## config.mk

```make
export PLATFORM = sky130hd
export DESIGN_NAME = vvalu_chain_scheduler
export DESIGN_NICKNAME = d
export VERILOG_FILES = /design/src/rtl/vvalu_chain_scheduler.sv
export SDC_FILE = /design/constraint.sdc
export NUM_CORES = 1
export LEC_CHECK = 0
export ABC_AREA = 0
export CAP_MARGIN = 20
export CORE_AREA = 2 2 207 209
export DETAILED_ROUTE_END_ITERATION = 7
export DIE_AREA = 0 0 209 211
export PLACE_DENSITY = 0.69
export SETUP_SLACK_MARGIN = 0.5
export SLEW_MARGIN = 20
export SYNTH_ARGS = -nofsm -noshare
export SYNTH_HDL_FRONTEND = slang
export SYNTH_SLANG_ARGS = --single-unit
```

## constraint.sdc

```tcl
create_clock -name clk -period 26.3 [get_ports clk]
set_input_delay 3.945 -clock clk [delete_from_list [all_inputs] [get_ports clk]]
set_output_delay 3.945 -clock clk [all_outputs]
set_load 0.01 [all_outputs]
```

## src/rtl/vvalu_chain_scheduler.sv

```systemverilog
`default_nettype none
// ============================================================================
// Module   : vvalu_chain_scheduler
// Purpose  : Replays each accepted vector once per configured chain toward
//            the vector-vector ALU, tagging every copy with its chain id.
// Options  : VVALU_SCHED_STATS_EN adds stat_accepted / stat_stalls counters.
// Revision : 1.0 - initial release
// ============================================================================
module vvalu_chain_scheduler #(
    parameter int N                  = 8,
    parameter int DATA_WIDTH         = 32,
    parameter int MAX_CHAINS         = 4,
    parameter int PERSONAL_CONFIG_ID = 0,
    localparam int CW                = $clog2(MAX_CHAINS)
) (
    input  logic                             clk,
    input  logic                             rst,
    input  logic                             tracing,
    input  logic [7:0]                       configId,
    input  logic [7:0]                       configData,
    input  logic                             valid_in,
    input  logic                             eof_in,
    input  logic [N-1:0][DATA_WIDTH-1:0]     vector_in,
    output logic                             ready_out,
    output logic                             valid_out,
    output logic                             eof_out,
    output logic [CW-1:0]                    chainId_out,
`ifdef VVALU_SCHED_STATS_EN
    output logic [31:0]                      stat_accepted,
    output logic [31:0]                      stat_stalls,
`endif
    output logic [N-1:0][DATA_WIDTH-1:0]     vector_out
);

    localparam int CNW = $clog2(MAX_CHAINS + 1);

    localparam logic [0:0] S_IDLE  = 1'b0;
    localparam logic [0:0] S_ISSUE = 1'b1;

    logic [0:0]                      state_q, state_d;
    logic [CW-1:0]                   cnt_q, cnt_d;
    logic [CNW-1:0]                  num_chains_q, num_chains_d;
    logic [CNW-1:0]                  cur_chains_q, cur_chains_d;
    logic                            valid_q, valid_d;
    logic                            eof_q, eof_d;
    logic [N-1:0][DATA_WIDTH-1:0]    vector_q, vector_d;

    logic                            last_issue;
    logic                            xfer;

    always_comb begin
        last_issue = (CNW'(cnt_q) == (cur_chains_q - CNW'(1)));
        if (state_q == S_ISSUE) begin
            ready_out = tracing & last_issue & ~rst;
        end else begin
            ready_out = tracing & ~rst;
        end
        xfer = valid_in & ready_out;
    end

    // Config writes land in num_chains only; cur_chains is latched per vector
    always_comb begin
        num_chains_d = num_chains_q;
        if (configId == 8'(PERSONAL_CONFIG_ID)) begin
            if (configData == 8'd0) begin
                num_chains_d = CNW'(1);
            end else if (configData > 8'(MAX_CHAINS)) begin
                num_chains_d = CNW'(MAX_CHAINS);
            end else begin
                num_chains_d = configData[CNW-1:0];
            end
        end
    end

    always_comb begin
        state_d      = state_q;
        cnt_d        = cnt_q;
        cur_chains_d = cur_chains_q;
        eof_d        = eof_q;
        vector_d     = vector_q;
        case (state_q)
            S_IDLE: begin
                if (xfer) begin
                    state_d = S_ISSUE;
                end
            end
            S_ISSUE: begin
                if (!tracing) begin
                    state_d = S_IDLE;
                    cnt_d   = '0;
                end else if (last_issue) begin
                    cnt_d = '0;
                    if (!xfer) begin
                        state_d = S_IDLE;
                    end
                end else begin
                    cnt_d = cnt_q + CW'(1);
                end
            end
            default: begin
                state_d = S_IDLE;
                cnt_d   = '0;
            end
        endcase
        if (xfer) begin
            cnt_d        = '0;
            cur_chains_d = num_chains_q;
            eof_d        = eof_in;
            vector_d     = vector_in;
        end
        valid_d = (state_d == S_ISSUE);
    end

    always_ff @(posedge clk or posedge rst) begin
        if (rst) begin
            state_q      <= S_IDLE;
            cnt_q        <= '0;
            num_chains_q <= CNW'(1);
            cur_chains_q <= CNW'(1);
            valid_q      <= 1'b0;
            eof_q        <= 1'b0;
            vector_q     <= '0;
        end else begin
            state_q      <= state_d;
            cnt_q        <= cnt_d;
            num_chains_q <= num_chains_d;
            cur_chains_q <= cur_chains_d;
            valid_q      <= valid_d;
            eof_q        <= eof_d;
            vector_q     <= vector_d;
        end
    end

    assign valid_out   = valid_q;
    assign eof_out     = eof_q;
    assign chainId_out = cnt_q;
    assign vector_out  = vector_q;

`ifdef VVALU_SCHED_STATS_EN
    logic [31:0] stat_accepted_q, stat_accepted_d;
    logic [31:0] stat_stalls_q, stat_stalls_d;

    always_comb begin
        stat_accepted_d = stat_accepted_q + (xfer ? 32'd1 : 32'd0);
        stat_stalls_d   = stat_stalls_q + ((valid_in & tracing & ~ready_out) ? 32'd1 : 32'd0);
    end

    always_ff @(posedge clk or posedge rst) begin
        if (rst) begin
            stat_accepted_q <= '0;
            stat_stalls_q   <= '0;
        end else begin
            stat_accepted_q <= stat_accepted_d;
            stat_stalls_q   <= stat_stalls_d;
        end
    end

    assign stat_accepted = stat_accepted_q;
    assign stat_stalls   = stat_stalls_q;
`endif

endmodule
`default_nettype wire
```

---- After elaboration in Yosys (flattened, before gate mapping) ----
Index checks and enable logic that the tools add are counted.
cells by class
  add/sub/neg operators ................... 2
  magnitude comparators ................... 1
  eq/ne operators ......................... 1
  muxes and demuxes ....................... 11
  bitwise operators ....................... 6
  reductions and logical operators ........ 3
operator list
  operator                                                        count
  zero test 8 bit                                                 2
  greater-than comparator 8 x 3 -> 1 bit (second input constant)  1
  two-way mux 2 bit                                               4
  two-way mux 3 bit                                               2
  bitwise AND 1 bit                                               4
  two-way mux 1 bit                                               4
  equality test 2 x 3 -> 1 bit                                    1
  subtractor 3 x 1 -> 3 bit (second input constant)               1
  adder 2 x 1 -> 2 bit (second input constant)                    1
  NOT 1 bit                                                       2
  one-hot mux 1 bit (2 select lines)                              1
  nonzero test 2 bit                                              1
storage, ports and cells
  flip-flop bits (word level) ............. 266
  input port bits ......................... 277
  output and inout bits ................... 261
  logic and storage cells ................. 37

---- Logic depth before layout (Yosys ltp) ----
  depth in word-level cells ............... 10
  gate-level depth with buffers ........... 8
  gate-level depth less buffers ........... 5

---- Worst setup path after synthesis ----
OpenSTA, ideal clock, no wires.
  path kind ............................... input to output
  from .................................... input port rst
  to ...................................... output port ready_out
  arrival time ............................ 4.266 ns
  data required time ...................... 22.355 ns
  slack ................................... 18.089 ns
  stages on the path ...................... 1
  path buffers ............................ 0
  cell sequence ........................... nor3b_1
between the ends
  longest elaborated chain between the ends .. 3
  elaborated cells between the ends (all ways) .. 4
  those cells by class .................... 1 x mux; 3 x bitwise
ends and longest elaborated chain
  element                               RTL line  text
  from (decl)                           17        input logic rst,
  NOT 1 bit (*)                         54, 56
  bitwise AND 1 bit (on tied branches)  56, 54
  two-way mux 1 bit (*)                 53        if (state_q == S_ISSUE) begin
  to (decl)                             24        output logic ready_out,
Every way passes the cells marked *; elsewhere a longest branch is shown, timed or not.

---- Final worst setup path ----
  from .................................... input port tracing
  to ...................................... output port ready_out
between the ends
  longest elaborated chain between the ends .. 3
  elaborated cells between the ends (all ways) .. 4
  those cells by class .................... 1 x mux; 3 x bitwise
ends and longest elaborated chain
  element                         RTL line  text
  from (decl)                     18        input logic tracing,
  bitwise AND 1 bit (2 in a row)  54        ready_out = tracing & last_issue & ~rst;
  two-way mux 1 bit (*)           53
Marks and branches as above.

==> results.sh <==
export IMPL_cp_max_fo=4
export IMPL_async_flop_share_pct=100
export IMPL_port_buffers=537
export IMPL_wire_per_inst_um=18.1
export IMPL_rsz0062_at_grt="no"
export IMPL_synth_area_top_cells="dfrtp_1, o32ai_1, inv_1, nand2_1, clkbuf_1"
export IMPL_synth_top_area_share_pct=57.0
export IMPL_grt_max_degree=219
export IMPL_drive_above_1_share_pct=3.57
export IMPL_r2r_cells=7
export IMPL_ioPinCount=538
export IMPL_numCtsBuffers=29
export IMPL_grt_pass1_vias=11100
export IMPL_critPathArrivalTime_ns=5.51
export IMPL_status="finished, final reports clean"
export IMPL_post_cts_resized=0
export IMPL_synth_seq_cells=266
export IMPL_worstSkewPairLatency_ns=0.55
export IMPL_leakagePower_nw=8.32
export IMPL_root_buffer="clkbuf_16"
export IMPL_skew_ns=0.0130
export IMPL_finalWorstPathRequiredPeriod_ns=9.45
export IMPL_die_h_um=211
export IMPL_ys_dominant_reg_cell="dfrtp_1"
export IMPL_postCtsHoldBufs=0
export IMPL_drtPass1Iterations=5
export IMPL_max_freq_mhz=106
export IMPL_start_util_pct=27.8
export IMPL_synth_most_common_cell="inv_1"
export IMPL_cp_required_ns=22.35
export IMPL_syn_avg_cell_area_um2=9.72
export IMPL_whs_path_depth=2
export IMPL_vdd_drop_max_mv=0.0622
export IMPL_hold_start="cur_chains_q[0]$_DFFE_PP1P_"
export IMPL_worst_setup_path_end_kind="primary output"
export IMPL_drtAntennaViolNets=0
export IMPL_route_detailed_drc=0
export IMPL_start_kind="primary input"
export IMPL_yosysWarnings=0
export IMPL_synthToLayoutAreaGrowth_pct=57.4
export IMPL_finalCritPeriodShare_pct=35.9
export IMPL_cts_reportedPaths_clkPinSlew_ns=0.06
export IMPL_grt_use_total_pct=17.5
export IMPL_drtIter0Drc=696
export IMPL_htreeDepth=1
export IMPL_final_hold_viol_count=0
export IMPL_ys_types=26
export IMPL_tns_ns=0
export IMPL_grt_antenna_before_repair=0
export IMPL_min_path_type="reg2reg"
export IMPL_syn_area_um2=11600
export IMPL_ys_seq_area_share_pct=57.4
export IMPL_critPathKind="in2out"
export IMPL_clock_path_buffers=3
export IMPL_cts_tree="built"
export IMPL_n_antenna_cell=0
export IMPL_timing_rr_start="cur_chains_q[0]$_DFFE_PP1P_"
export IMPL_setup_ws_ns=16.85
export IMPL_dieArea_um2=44100
export IMPL_vias_per_cell=4.86
export IMPL_r2r_slack_ns=22.80
export IMPL_maxCapViolations=0
export IMPL_dpl_worst_slack_ns=16.87
export IMPL_syn_nets=1471
export IMPL_max_slew_margin_pct=11.3
export IMPL_synth_cells=1193
export IMPL_place_congestion=0.839
export IMPL_setup_viol=0
export IMPL_nets=1936
export IMPL_final_max_slew_viol_count=0
export IMPL_dr_total_vias=10800
export IMPL_wl_um=40200
export IMPL_reg2reg_to="vector_out[8]$_DFFE_PP0P_"
export IMPL_synth_edf_count=0
export IMPL_cts_setup_buffers=0
export IMPL_die_x_um=209
export IMPL_grt_pass1_wl_um=62700
export IMPL_post_dp_hpwl_um=26400
export IMPL_grt_ovfl_total=0
export IMPL_hold_end="cur_chains_q[0]$_DFFE_PP1P_"
export IMPL_tightest_slew_ns=1.33
export IMPL_rows=75
export IMPL_powerDensity_nw_per_um2=94.7
export IMPL_core_area_um2=41800
export IMPL_cts_sinks=266
export IMPL_synthTopCellsByCount="inv_1, dfrtp_1, nand2_1"
export IMPL_synth_top_cell_by_area="dfrtp_1"
-- cell usage in the layout, fill, tap and decap left out, types with 3 or more instances in the layout --
cell,instances
clkdlybuf4s50_1,537
inv_1,264
dfrtp_1,264
nand2_1,262
o32ai_1,260
clkbuf_16,29
clkbuf_1,10
buf_4,9
clkbuf_8,7
xnor2_1,3
nor4_1,3
clkinv_2,3
buf_12,3
-- cell type report --
type / instances / area [um^2]
clock buffer: 46 / 860
clock inverter: 6 / 82.6
fill: 3942 / 23500
inverter: 265 / 1000
multi-input combinational: 547 / 3480
sequential: 266 / 6660
tap: 539 / 674
timing repair buffer: 549 / 5500
-- critical path: stages --
cell	delay (ns)
clkdlybuf4s50_1	0.60
nor3b_1	0.35
clkdlybuf4s50_1	0.61
-- sequential cells by signal, indices dropped and copies added (netlist names) --
name / count
vector_out: 256
valid_out: 1
eof_out: 1
chainId_out: 2
num_chains_q: 3
cur_chains_q: 3
-- where the power goes --
group	internal (mW)	total (mW)	switching [mW]
clock	0.242	0.406	0.164
sequential	0.560	0.644	0.0843
combinational	0.367	0.679	0.311
total	1.17	1.73	0.560
-- logic make-up after synthesis --
family	after synthesis	share of synthesized area [%]
AO/OA/AOI/OAI	267	20.1
multiplexers	1	0.0863
flip-flops	266	57.4
XOR/XNOR	4	0.302
AND/OR/NAND/NOR	274	9.27
adder cells (fa/ha/maj)	1	0.108
buffers and inverters	380	12.7
-- per-stage QoR --
stage                     total power [mW]  utilization, %  hold WS (ns)  std cells  instance area (um^2)
after global placement                1.31            41.5         0.483       2166                 17300
after CTS                             1.75            43.7         0.500       2218                 18300
final                                 1.73            43.7         0.499       2218                 18300
after floorplan                      0.910               -         0.456       1193                 11600
after global routing                  1.83            43.7         0.531       2218                 18300
after detailed placement              1.33            41.5         0.493       2166                 17300
-- per-layer routing --
metal | GRT usage, % | routed length [um] | vias up | share of wire, %
li1 | - | - | 4995 | -
met1 | 21.8 | 16100 | 5288 | 40
met2 | 29.7 | 19800 | 438 | 49
met3 | 4.45 | 3200 | 58 | 8.0
met4 | 5.44 | 1070 | 0 | 2.7
met5 | 0 | 0 | - | 0
-- how the worst max path moves through the flow --
| stage | from | cells past startpoint | end |
|---|---|---|---|
| after detailed placement | tracing | 3 | ready_out |
| after floorplan | rst | 1 | chainId_out[0]$_DFFE_PP0P_ |
| after CTS | tracing | 3 | ready_out |
| after global routing | tracing | 3 | ready_out |
| after global placement | tracing | 3 | ready_out |
| final | tracing | 3 | ready_out |
(Power assumes the default switching activity.)
